`src/rtl/bs_rx_pkg.sv`:
```
// Shared receive-side types: the rx state encoding (also read back over AXI
// status) and a counter width helper.
package bs_rx_pkg;

  typedef enum logic [1:0] {
    RX_IDLE  = 2'd0,
    RX_ARMED = 2'd1,
    RX_RUN   = 2'd2
  } rx_state_e;

  // Bits needed to count 0..n-1; never less than one bit.
  function automatic int unsigned ctr_width(input int unsigned n);
    return (n <= 1) ? 1 : $clog2(n);
  endfunction

endpackage

```
`src/rtl/pcode_correlator.sv`:
```
// Despreading pipeline. S0 registers the sample and drives the ROM address,
// S1 waits for the ROM, S2 applies the chip sign and integrates the epoch.
// A tag supplied with each sample travels with it and is reported together
// with epoch_done so the caller knows which epoch/bit just finished.
module pcode_correlator
  import bs_rx_pkg::*;
#(
  parameter int unsigned PCODE_LEN = 40920,
  parameter int unsigned ACC_WIDTH = 32,
  parameter int unsigned TAG_W     = 2
) (
  input  logic                        clk,
  input  logic                        rst,
  input  logic                        flush_i,
  input  logic                        accept_i,
  input  logic signed [11:0]          sample_i,
  input  logic [TAG_W-1:0]            tag_i,
  input  logic                        pcode_bit_i,
  output logic [15:0]                 pcode_addr_o,
  output logic                        chip_zero_o,
  output logic                        chip_last_o,
  output logic                        epoch_done_o,
  output logic signed [ACC_WIDTH-1:0] epoch_sum_o,
  output logic [TAG_W-1:0]            epoch_tag_o
);

  localparam int unsigned     CW        = ctr_width(PCODE_LEN);
  localparam logic [CW-1:0]   CHIP_LAST = CW'(PCODE_LEN - 1);

  logic [CW-1:0]               chip_ctr_q, chip_cur, chip_next;
  logic [15:0]                 pcode_addr_q;
  logic                        s1_valid_q, s1_last_q, s2_valid_q, s2_last_q;
  logic signed [11:0]          s1_sample_q, s2_sample_q;
  logic [TAG_W-1:0]            s1_tag_q, s2_tag_q, done_tag_q;
  logic signed [ACC_WIDTH-1:0] epoch_acc_q, sample_ext, product;
  logic                        restart_q, done_q;

  // A flushed counter counts as zero so a sample accepted alongside the flush is chip 0.
  always_comb begin
    chip_cur   = flush_i ? '0 : chip_ctr_q;
    chip_next  = (chip_cur == CHIP_LAST) ? '0 : chip_cur + CW'(1);
    sample_ext = {{(ACC_WIDTH-12){s2_sample_q[11]}}, s2_sample_q};
    product    = pcode_bit_i ? sample_ext : -sample_ext;
  end

  assign chip_zero_o  = (chip_ctr_q == '0);
  assign chip_last_o  = (chip_cur == CHIP_LAST);
  assign pcode_addr_o = pcode_addr_q;
  assign epoch_done_o = done_q;
  assign epoch_sum_o  = epoch_acc_q;
  assign epoch_tag_o  = done_tag_q;

  // S0/S1 stages and chip counter; the address only moves on an accepted sample.
  always_ff @(posedge clk) begin
    if (rst) begin
      chip_ctr_q   <= '0;
      pcode_addr_q <= '0;
      s1_valid_q   <= 1'b0;
      s1_last_q    <= 1'b0;
      s1_sample_q  <= '0;
      s1_tag_q     <= '0;
      s2_valid_q   <= 1'b0;
      s2_last_q    <= 1'b0;
      s2_sample_q  <= '0;
      s2_tag_q     <= '0;
    end else begin
      if (accept_i) begin
        pcode_addr_q <= 16'(chip_cur);
        chip_ctr_q   <= chip_next;
        s1_sample_q  <= sample_i;
        s1_last_q    <= chip_last_o;
        s1_tag_q     <= tag_i;
      end else if (flush_i) begin
        chip_ctr_q <= '0;
      end
      s1_valid_q  <= accept_i;
      s2_valid_q  <= s1_valid_q && !flush_i;
      s2_sample_q <= s1_sample_q;
      s2_last_q   <= s1_last_q;
      s2_tag_q    <= s1_tag_q;
    end
  end

  // S2 integration; after an epoch's last chip the next product starts the new sum.
  always_ff @(posedge clk) begin
    if (rst || flush_i) begin
      epoch_acc_q <= '0;
      restart_q   <= 1'b0;
      done_q      <= 1'b0;
      done_tag_q  <= '0;
    end else if (s2_valid_q) begin
      epoch_acc_q <= (restart_q ? '0 : epoch_acc_q) + product;
      restart_q   <= s2_last_q;
      done_q      <= s2_last_q;
      done_tag_q  <= s2_tag_q;
    end else begin
      done_q <= 1'b0;
    end
  end

endmodule

```
`src/rtl/message_rx.sv`:
```
// Message receiver: despreads PPS-aligned I samples against the P-code,
// decides one bit per PCODE_REPEATS epochs and assembles MESSAGE_LEN-bit frames.
module message_rx
  import bs_rx_pkg::*;
#(
  parameter int unsigned PCODE_LEN     = 40920,
  parameter int unsigned PCODE_REPEATS = 10,
  parameter int unsigned MESSAGE_LEN   = 120,
  parameter int unsigned ACC_WIDTH     = 32
) (
  input  logic                        clk,
  input  logic                        rst,
  input  logic                        rx_enable,
  input  logic                        pps_in,
  input  logic                        adc_valid,
  input  logic signed [11:0]          adc_data_i,
  output logic [15:0]                 pcode_addr,
  input  logic                        pcode_bit,
  output logic                        bit_valid,
  output logic                        bit_value,
  output logic signed [ACC_WIDTH-1:0] corr_value,
  output logic                        msg_valid,
  output logic [MESSAGE_LEN-1:0]      msg_data,
  output logic                        pps_misalign,
  output logic [1:0]                  rx_state
);

  if (12 + $clog2(PCODE_LEN * PCODE_REPEATS) + 1 > ACC_WIDTH) begin : g_acc_width_check
    $error("message_rx: ACC_WIDTH too narrow for PCODE_LEN*PCODE_REPEATS");
  end

  localparam int unsigned   EW      = ctr_width(PCODE_REPEATS);
  localparam int unsigned   BW      = ctr_width(MESSAGE_LEN);
  localparam logic [EW-1:0] EP_LAST = EW'(PCODE_REPEATS - 1);
  localparam logic [BW-1:0] BT_LAST = BW'(MESSAGE_LEN - 1);

  rx_state_e                   state_q, state_d;
  logic [EW-1:0]               epoch_ctr_q, epoch_cur, epoch_next;
  logic [BW-1:0]               bit_ctr_q, bit_cur, bit_next;
  logic signed [ACC_WIDTH-1:0] bit_acc_q, bit_total, corr_q, epoch_sum;
  logic [MESSAGE_LEN-1:0]      shift_q, shift_next, msg_q;
  logic [MESSAGE_LEN:0]        shift_cat;
  logic                        bit_valid_q, bit_value_q, msg_valid_q, misalign_q, rx_en_q;
  logic                        in_run, aligned, misalign_pps, flush, accept, decide, bit_new;
  logic                        chip_zero, chip_last, epoch_done;
  logic [1:0]                  tag, epoch_tag;

  // Next state; a low rx_enable wins from every state.
  always_comb begin
    state_d = state_q;
    case (state_q)
      RX_IDLE:  state_d = RX_ARMED;
      RX_ARMED: if (pps_in) state_d = RX_RUN;
      RX_RUN:   state_d = RX_RUN;
      default:  state_d = RX_IDLE;
    endcase
    if (!rx_enable) state_d = RX_IDLE;
  end

  // Control decode, counter next values and the bit decision.
  always_comb begin
    in_run       = (state_q == RX_RUN) && rx_enable;
    aligned      = chip_zero && (epoch_ctr_q == '0) && (bit_ctr_q == '0);
    misalign_pps = in_run && pps_in && !aligned;
    flush        = !in_run || misalign_pps;
    accept       = adc_valid && rx_enable &&
                   ((state_q == RX_RUN) || ((state_q == RX_ARMED) && pps_in));
    epoch_cur    = flush ? '0 : epoch_ctr_q;
    bit_cur      = flush ? '0 : bit_ctr_q;
    epoch_next   = (epoch_cur == EP_LAST) ? '0 : epoch_cur + EW'(1);
    bit_next     = bit_cur;
    if (epoch_cur == EP_LAST) bit_next = (bit_cur == BT_LAST) ? '0 : bit_cur + BW'(1);
    tag          = {bit_cur == BT_LAST, epoch_cur == EP_LAST};
    decide       = in_run && !misalign_pps && epoch_done;
    bit_total    = bit_acc_q + epoch_sum;
    bit_new      = ~bit_total[ACC_WIDTH-1];
    shift_cat    = {shift_q, bit_new};
    shift_next   = shift_cat[MESSAGE_LEN-1:0];
  end

  pcode_correlator #(
    .PCODE_LEN (PCODE_LEN),
    .ACC_WIDTH (ACC_WIDTH),
    .TAG_W     (2)
  ) u_corr (
    .clk          (clk),
    .rst          (rst),
    .flush_i      (flush),
    .accept_i     (accept),
    .sample_i     (adc_data_i),
    .tag_i        (tag),
    .pcode_bit_i  (pcode_bit),
    .pcode_addr_o (pcode_addr),
    .chip_zero_o  (chip_zero),
    .chip_last_o  (chip_last),
    .epoch_done_o (epoch_done),
    .epoch_sum_o  (epoch_sum),
    .epoch_tag_o  (epoch_tag)
  );

  // State register, epoch/bit counters (S0 timing) and sticky misalign flag.
  always_ff @(posedge clk) begin
    if (rst) begin
      state_q     <= RX_IDLE;
      epoch_ctr_q <= '0;
      bit_ctr_q   <= '0;
      misalign_q  <= 1'b0;
      rx_en_q     <= 1'b0;
    end else begin
      state_q <= state_d;
      rx_en_q <= rx_enable;
      if (accept) begin
        epoch_ctr_q <= chip_last ? epoch_next : epoch_cur;
        bit_ctr_q   <= chip_last ? bit_next : bit_cur;
      end else if (flush) begin
        epoch_ctr_q <= '0;
        bit_ctr_q   <= '0;
      end
      if (rx_enable && !rx_en_q) misalign_q <= 1'b0;
      else if (misalign_pps)     misalign_q <= 1'b1;
    end
  end

  // Bit integration, decision and message assembly.
  always_ff @(posedge clk) begin
    if (rst) begin
      bit_acc_q   <= '0;
      shift_q     <= '0;
      corr_q      <= '0;
      bit_value_q <= 1'b0;
      bit_valid_q <= 1'b0;
      msg_q       <= '0;
      msg_valid_q <= 1'b0;
    end else begin
      bit_valid_q <= 1'b0;
      msg_valid_q <= 1'b0;
      if (flush) begin
        bit_acc_q <= '0;
        shift_q   <= '0;
      end else if (decide) begin
        if (epoch_tag[0]) begin
          corr_q      <= bit_total;
          bit_value_q <= bit_new;
          bit_valid_q <= 1'b1;
          bit_acc_q   <= '0;
          if (epoch_tag[1]) begin
            msg_q       <= shift_next;
            msg_valid_q <= 1'b1;
            shift_q     <= '0;
          end else begin
            shift_q <= shift_next;
          end
        end else begin
          bit_acc_q <= bit_total;
        end
      end
    end
  end

  assign bit_valid    = bit_valid_q;
  assign bit_value    = bit_value_q;
  assign corr_value   = corr_q;
  assign msg_valid    = msg_valid_q;
  assign msg_data     = msg_q;
  assign pps_misalign = misalign_q;
  assign rx_state     = state_q;

endmodule

```
`config.mk`:
```
export PLATFORM = sky130hd
export DESIGN_NAME = message_rx
export DESIGN_NICKNAME = d
export VERILOG_FILES = /design/src/rtl/bs_rx_pkg.sv /design/src/rtl/pcode_correlator.sv /design/src/rtl/message_rx.sv
export SDC_FILE = /design/constraint.sdc
export NUM_CORES = 1
export LEC_CHECK = 0
export CAP_MARGIN = 30
export CORE_MARGIN = 2
export CORE_UTILIZATION = 54
export DETAILED_ROUTE_END_ITERATION = 7
export PLACE_DENSITY = 0.85
export SYNTH_ARGS = -nofsm -noshare
export SYNTH_HDL_FRONTEND = slang
export SYNTH_SLANG_ARGS = --single-unit
```
`constraint.sdc`:
```
create_clock -name clk -period 5.3 [get_ports clk]
set_input_delay 1.06 -clock clk [delete_from_list [all_inputs] [get_ports clk]]
set_output_delay 1.06 -clock clk [all_outputs]
set_load 0.1 [all_outputs]
```
==> metrics.txt, run 1 <==
post-CTS sizing 0; RSZ-0062 raised after global routing false; Initial DRC Count 1111; hold slack 0.434 ns; fin. max-slew vios 0; share of cells above drive strength 1 0.0597; ys async rst share 0; core area 33500 um^2; WL final 46500 um; CTS sink cnt 421; complex-gate fraction of the synthesized area 0.194; nets 2427; CTS Root Cell clkbuf_16; Site Rows 67; clk_lat worst skew 0.56 ns; Startpoint Class primary input; die width 189 um; sequential element share of the synthesized area 0.458; P_leak 8.33 nW; Total GRT Usage 0.255; run status complete, no violations; Die Span Y 189 um; Die ar. 35600 um^2; DR vias 16234; post-layout min period 4.41 ns; htree depth 2; Reg2Reg Launch Point u_corr.s2_sample_q[0]$_SDFF_PP0_; clk slew on worst S/H paths 0.06 ns; Seq pwr share 0.496; Worst Setup EP u_corr.epoch_sum_o[28]$_SDFFE_PP0P_; CP Data Arrival Time 4.87 ns; max_cap viols 0; final hold vios 0; Logic pwr share 0.025; Via-to-Cell Ratio 5.78; HPWL after DPL 32100 um; Post-Syn Area 18400 um^2; cells after synthesis 2183; xor and xnor area share after synthesis 0.0336; Ports 192; Mapped Nets 2282; Setup Skew 0.0306 ns; Starting Density 0.549; slew margin rel. 0.295; WL/cell 16.6 um; Port Buffer Count 191; Setup-failing EPs final 0; Worst Setup SP pcode_bit; first-pass GRT wire length 76100 um; Critical Path End Type register; Final ANT Viol Nets 0; slowest stage delay, CP 0.49 ns; Crit Path Class primary input to register; Post-synth top flop dfxtp_1; CP required 5.75 ns; total power 6.39 mW; number of synthesized flops with an enable pin 0; gr ovfl total 0; drc violations 0; first drt pass iteration count 5; clock power share 0.479; initial antenna violation count 0; share of the clock period used by the worst path 0.832; clk buf depth 3; vias in the first global route 15210; Synth Area in Simple Gates 0.210; largest family of logic cells by synthesized area simple AND/OR/NAND/NOR gates; R2R Setup Slk 0.97 ns; finished layout cell area 22500 um^2; Internal Power 4.99 mW; Worst R2R Path Depth 17; post-synthesis mux area share 0.0116; CTS tree yes; Worst Max-Slew Pin Slew 1.05 ns; placer congestion estimate 0.897; # hold bufs at CTS 0; switching power 1.40 mW; n_diodes 0; Setup Buffers After CTS 0; crit-path cells clkdlybuf4s50_1, buf_4, inv_1, nor2_1, a21oi_1, ha_1, a21oi_1, o21bai_1, a221oi_1, nor2_1, a211oi_1, o211ai_1, a31oi_1, mux2_2, o22ai_1; largest net degree at the start of global routing 121; sw frac 0.219; power per standard cell area 284 nW/um^2; setup TNS 0 ns; post-synthesis register bit count 421; Post-DP Area 21000 um^2; f_max 227 MHz; CTS Buf Count 41; Hold Crit Class register to register; syn_area_per_cell 8.44 um^2; area added between synthesis and finish 21.9%; crit path max-delay cell type clkdlybuf4s50_1; Syn. warnings 0; Post-Synth Adder-Cell Area 0.0559; R2R Path End u_corr.epoch_sum_o[28]$_SDFFE_PP0P_; VDD IR max 0.227 mV; CP Max Fanout 16; count of cell types in the netlist 75
==> through the flow <==
step | std cells | worst slack (ns) | util
finish | 2809 | 0.888 | 0.670
global route | 2809 | 0.592 | 0.670
CTS | 2808 | 0.946 | 0.669
detailed placement | 2732 | 0.428 | 0.626
global placement | 2714 | 0.564 | 0.613
floorplan | 2183 | 1.09 | -
==> worst max-delay path: cells and delay by family <==
kind	cells	cell delay, ns
adders and majority gates	1	0.42
AOI/OAI and AO/OA	8	1.79
and+or+nand+nor	2	0.34
muxes	1	0.38
buffers and inverters	3	0.85
==> cells in the mapped netlist (13+ instances only) <==
library cell | count | area [um^2]
xor2_1 | 33 | 289
a21o_1 | 31 | 233
inv_1 | 26 | 97.6
mux2i_1 | 18 | 180
clkbuf_1 | 89 | 334
a22o_1 | 86 | 753
nor4_1 | 15 | 93.8
a211oi_1 | 17 | 128
nor2b_1 | 55 | 344
xnor2_1 | 35 | 307
nand3_1 | 49 | 245
o21ai_0 | 46 | 230
nand2_1 | 472 | 1770
nand4_1 | 13 | 81.3
a21oi_1 | 289 | 1450
nor3_1 | 36 | 180
ha_1 | 79 | 988
a31oi_1 | 17 | 106
dfxtp_1 | 421 | 8430
nor2_1 | 134 | 503
buf_2 | 28 | 140
a22oi_1 | 14 | 105
==> routing by layer <==
layer,part of all wire,up-vias,global-route usage
met3,0.064,87,0.0386
met1,0.44,7724,0.337
li1,-,7889,-
met4,0.021,0,0.0718
met2,0.48,534,0.433
met5,0,-,0
==> layout by cell type, fill, tap and decap left out, drive strengths merged, types with 10 or more instances in the layout <==
master / netlist / routed
a21o: 31 / 31
xnor2: 35 / 35
xor2: 33 / 33
and2: 12 / 12
nor2: 135 / 135
a22oi: 14 / 14
a31oi: 17 / 17
buf: 44 / 45
nand4: 14 / 14
mux2i: 18 / 18
nor2b: 55 / 55
dfxtp: 421 / 421
a22o: 86 / 86
nor4: 15 / 15
a211oi: 17 / 17
or3: 10 / 10
clkinv: 1 / 16
ha: 79 / 79
clkbuf: 89 / 50
o21ai: 47 / 47
nand2b: 10 / 10
nand3: 50 / 50
nor3: 36 / 36
inv: 26 / 29
and3: 13 / 13
nand2: 472 / 472
clkdlybuf4s50: 0 / 190
a21oi: 290 / 290
==> layout make-up <==
cell class                 instances  area (um^2)
clock buffer                      50         1110
clock inverter                    26          330
fill                            2596        11100
inverter                          27          101
multi-input combinational       1602         9340
sequential                       421         8430
tap                              448          561
timing repair buffer             235         2590
==> logic make-up after synthesis <==
family,after synthesis
AOI/OAI and AO/OA,569
xor gates and xnor gates,69
adders and majority gates,81
buffers and inverters,160
DFF,421
muxes,21
and+or+nand+nor,862
==> state kept, by name, indices dropped and copies added (netlist names), 2 cells and up <==
signal               count
shift_q                119
u_corr.pcode_addr_o     16
bit_ctr_q                7
u_corr.epoch_tag_o       2
epoch_ctr_q              4
u_corr.s2_tag_q          2
u_corr.chip_ctr_q       16
u_corr.s2_sample_q      12
corr_value              32
u_corr.s1_tag_q          2
msg_data               120
u_corr.epoch_sum_o      32
bit_acc_q               32
rx_state                 2
u_corr.s1_sample_q      12
==> power groups by stage <==
stage               Combinational (mW)  Sequential, mW  Clock, mW
finish                           0.158            3.17       3.06
global route                     0.175            3.17       3.22
CTS                              0.155            3.17       3.09
detailed placement               0.154            3.24          0
global placement                 0.147            3.24          0
floorplan                       0.0980            3.25          0
==> worst min path at each step <==
stage / start / to / slack, ns / cells past startpoint
2_1_floorplan: u_corr.s1_valid_q$_SDFF_PP0_ / u_corr.s2_valid_q$_SDFF_PP0_ / 0.41 / 1
3_3_place_gp: u_corr.s1_valid_q$_SDFF_PP0_ / u_corr.s2_valid_q$_SDFF_PP0_ / 0.41 / 1
3_5_place_dp: u_corr.s1_valid_q$_SDFF_PP0_ / u_corr.s2_valid_q$_SDFF_PP0_ / 0.42 / 1
4_1_cts: u_corr.s1_valid_q$_SDFF_PP0_ / u_corr.s2_valid_q$_SDFF_PP0_ / 0.44 / 1
5_1_grt: u_corr.s1_valid_q$_SDFF_PP0_ / u_corr.s2_valid_q$_SDFF_PP0_ / 0.47 / 1
6_report: u_corr.s1_valid_q$_SDFF_PP0_ / u_corr.s2_valid_q$_SDFF_PP0_ / 0.43 / 1
Note: power is estimated with default switching activity, not from simulation.
==> run 2: changes to the inputs <==
--- a/config.mk
+++ b/config.mk
@@ -7,9 +7,9 @@
 export LEC_CHECK = 0
 export CAP_MARGIN = 30
 export CORE_MARGIN = 2
-export CORE_UTILIZATION = 54
+export CORE_UTILIZATION = 51
 export DETAILED_ROUTE_END_ITERATION = 7
-export PLACE_DENSITY = 0.85
+export PLACE_DENSITY = 0.84
 export SYNTH_ARGS = -nofsm -noshare
 export SYNTH_HDL_FRONTEND = slang
 export SYNTH_SLANG_ARGS = --single-unit
==> constraint.sdc (replaced) <==
create_clock -name clk -period 3.55 [get_ports clk]
set_input_delay 0.71 -clock clk [delete_from_list [all_inputs] [get_ports clk]]
set_output_delay 0.71 -clock clk [all_outputs]
set_load 0.1 [all_outputs]
==> metrics.txt, run 2 (same netlist as run 1, synthesis figures left out) <==
Filler cells 2768 (was 2596); sw frac 0.217 (was 0.219); CP Max Fanout 4 (was 16); Final Non-Filler Cells 2924 (was 2809); CP Data Arrival Time 4.10 ns (was 4.87 ns); Worst Hold Depth 2 (was 1); share of cells above drive strength 1 0.130 (was 0.0597); initial antenna violation count 0 (unchanged); Internal Power 7.63 mW (was 4.99 mW); placed insts 2830 (was 2732); max_cap viols 0 (unchanged); commonest non-fill, non-tap cell in the layout nand2_1 (unchanged); Largest register FFs 120 (unchanged); switching power 2.11 mW (was 1.40 mW); final core utilization 0.660 (was 0.670); post-layout min period 3.62 ns; WL/cell 17.0 um (was 16.6 um); Die Span Y 194 um (was 189 um); Via-to-Cell Ratio 5.78 (about the same); WL final 49800 um (was 46500 um); DR vias 16896 (was 16234); Hold Crit Class register to register (unchanged); R2R Setup Slk -0.07 ns (was 0.97 ns); Port Buffer Count 191 (unchanged); Reg2Reg Launch Point u_corr.s2_sample_q[0]$_SDFF_PP0_ (unchanged); slew margin rel. 0.293 (was 0.295); drc violations 0 (unchanged); CTS Buf Count 43 (was 41); Setup-failing EPs final 2 (was 0); Final ANT Viol Nets 0 (unchanged); share of the clock period used by the worst path 1.02; clk buf depth 3 (unchanged); gr ovfl total 0 (unchanged); CTS tree yes (unchanged); Crit Path Class register to register (was primary input to register); Seq pwr share 0.486 (was 0.496); clk_lat worst skew 0.57 ns (was 0.56 ns); core area 35600 um^2 (was 33500 um^2); vias in the first global route 16003 (was 15210); clock power share 0.481 (was 0.479); Final WS setup -0.0731 ns (was 0.888 ns); f_max 276 MHz; largest net degree at the start of global routing 85 (was 121); most frequent cells in the layout nand2_1, dfxtp_1, a21oi_1 (unchanged); htree depth 2 (unchanged); Setup Skew 0.0186 ns (was 0.0306 ns); power per standard cell area 415 nW/um^2 (was 284 nW/um^2); VDD IR max 0.370 mV (was 0.227 mV); R2R Path End u_corr.epoch_sum_o[28]$_SDFFE_PP0P_ (unchanged); Worst Setup SP u_corr.s2_sample_q[0]$_SDFF_PP0_ (was pcode_bit); Worst R2R Path Depth 17 (unchanged); total power 9.75 mW (was 6.39 mW); Site Rows 69 (was 67); CTS sink cnt 421 (unchanged); CP required 4.03 ns (was 5.75 ns); clk slew on worst S/H paths 0.06 ns (about the same); nets 2529 (was 2427); # hold bufs at CTS 0 (unchanged); hold endpoint u_corr.s1_sample_q[6]$_SDFFE_PP0P_ (was u_corr.s2_valid_q$_SDFF_PP0_); finished layout cell area 23500 um^2 (was 22500 um^2); HPWL after DPL 33700 um (was 32100 um); area added between synthesis and finish 27.4% (was 21.9%); failing checks setup timing; Logic pwr share 0.033 (was 0.025); Die ar. 37600 um^2 (was 35600 um^2); Ports 192 (unchanged); placer congestion estimate 0.992 (was 0.897); first drt pass iteration count 5 (unchanged); P_leak 8.93 nW (was 8.33 nW); fin. max-slew vios 0 (unchanged); first-pass GRT wire length 79400 um (was 76100 um); Initial DRC Count 1318 (was 1111); Critical Path End Type register (unchanged); HP Start u_corr.s1_sample_q[6]$_SDFFE_PP0P_ (was u_corr.s1_valid_q$_SDFF_PP0_); Worst Max-Slew Pin Slew 1.06 ns (was 1.05 ns); Startpoint Class register (was primary input); hold slack 0.450 ns (was 0.434 ns); RSZ-0062 raised after global routing true (was false); Post-DP Area 21500 um^2 (was 21000 um^2); CTS Root Cell clkbuf_16 (unchanged); die width 194 um (was 189 um); final hold vios 0 (unchanged); setup TNS -0.127 ns (was 0 ns); run status finished, violations left (was complete, no violations); dpl ws -0.594 ns (was 0.428 ns); Starting Density 0.518 (was 0.549); Total GRT Usage 0.251 (was 0.255); n_diodes 0 (unchanged)
run 2: routing by layer:
layer,part of all wire,GRT usage
met4,0.032,0.0948
met5,0,0
met2,0.48,0.421
met1,0.43,0.328
met3,0.066,0.0370
run 2: repair_timing:
action | 4_1_cts | 5_1_grt
buffers inserted | 4 | 12
endpoints found under the setup margin | 5 | 38
pin swaps | 9 | 35
gates resized for setup | 6 | 67
endpoints found under the hold margin | 0 | 0
run 2: worst max-delay path, stage by stage (launching register included):
cell	delay [ns]
dfxtp_2	0.34
nor3_2	0.16
nand2_1	0.14
nor3b_4	0.26
nand2_2	0.10
ha_4	0.24
a21oi_4	0.20
ha_4	0.25
a21oi_4	0.14
o21bai_1	0.10
a221oi_2	0.24
nor2_1	0.09
a211oi_2	0.24
o211ai_1	0.19
a31oi_2	0.28
buf_4	0.15
mux2_4	0.30
o22ai_2	0.14
run 2: worst max-delay path by stage:
| stage | slack, ns | end |
|---|---|---|
| global route | -0.22 | u_corr.epoch_sum_o[30]$_SDFFE_PP0P_ |
| CTS | 0.01 | u_corr.epoch_sum_o[28]$_SDFFE_PP0P_ |
| finish | -0.07 | u_corr.epoch_sum_o[28]$_SDFFE_PP0P_ |
| floorplan | -0.03 | u_corr.epoch_sum_o[28]$_SDFFE_PP0P_ |
| global placement | -0.49 | u_corr.epoch_sum_o[30]$_SDFFE_PP0P_ |
| detailed placement | -0.59 | u_corr.epoch_sum_o[28]$_SDFFE_PP0P_ |
run 2: power by group through the flow:
stage / combinational [mW] / sequential, mW / clock (mW)
after floorplan: 0.150 / 4.85 / 0
after global placement: 0.265 / 4.84 / 0
after detailed placement: 0.272 / 4.84 / 0
after CTS: 0.281 / 4.73 / 4.74
after global routing: 0.348 / 4.73 / 4.94
final: 0.323 / 4.73 / 4.69
run 2: area by class of cell:
type / instances / area, um^2 / area share
inverter: 27 / 101 / 0.00432
clock inverter: 21 / 284 / 0.0121
sequential: 421 / 8430 / 0.359
tap: 461 / 577 / 0.0246
timing repair buffer: 335 / 3130 / 0.133
multi-input combinational: 1602 / 9740 / 0.415
clock buffer: 57 / 1200 / 0.0511
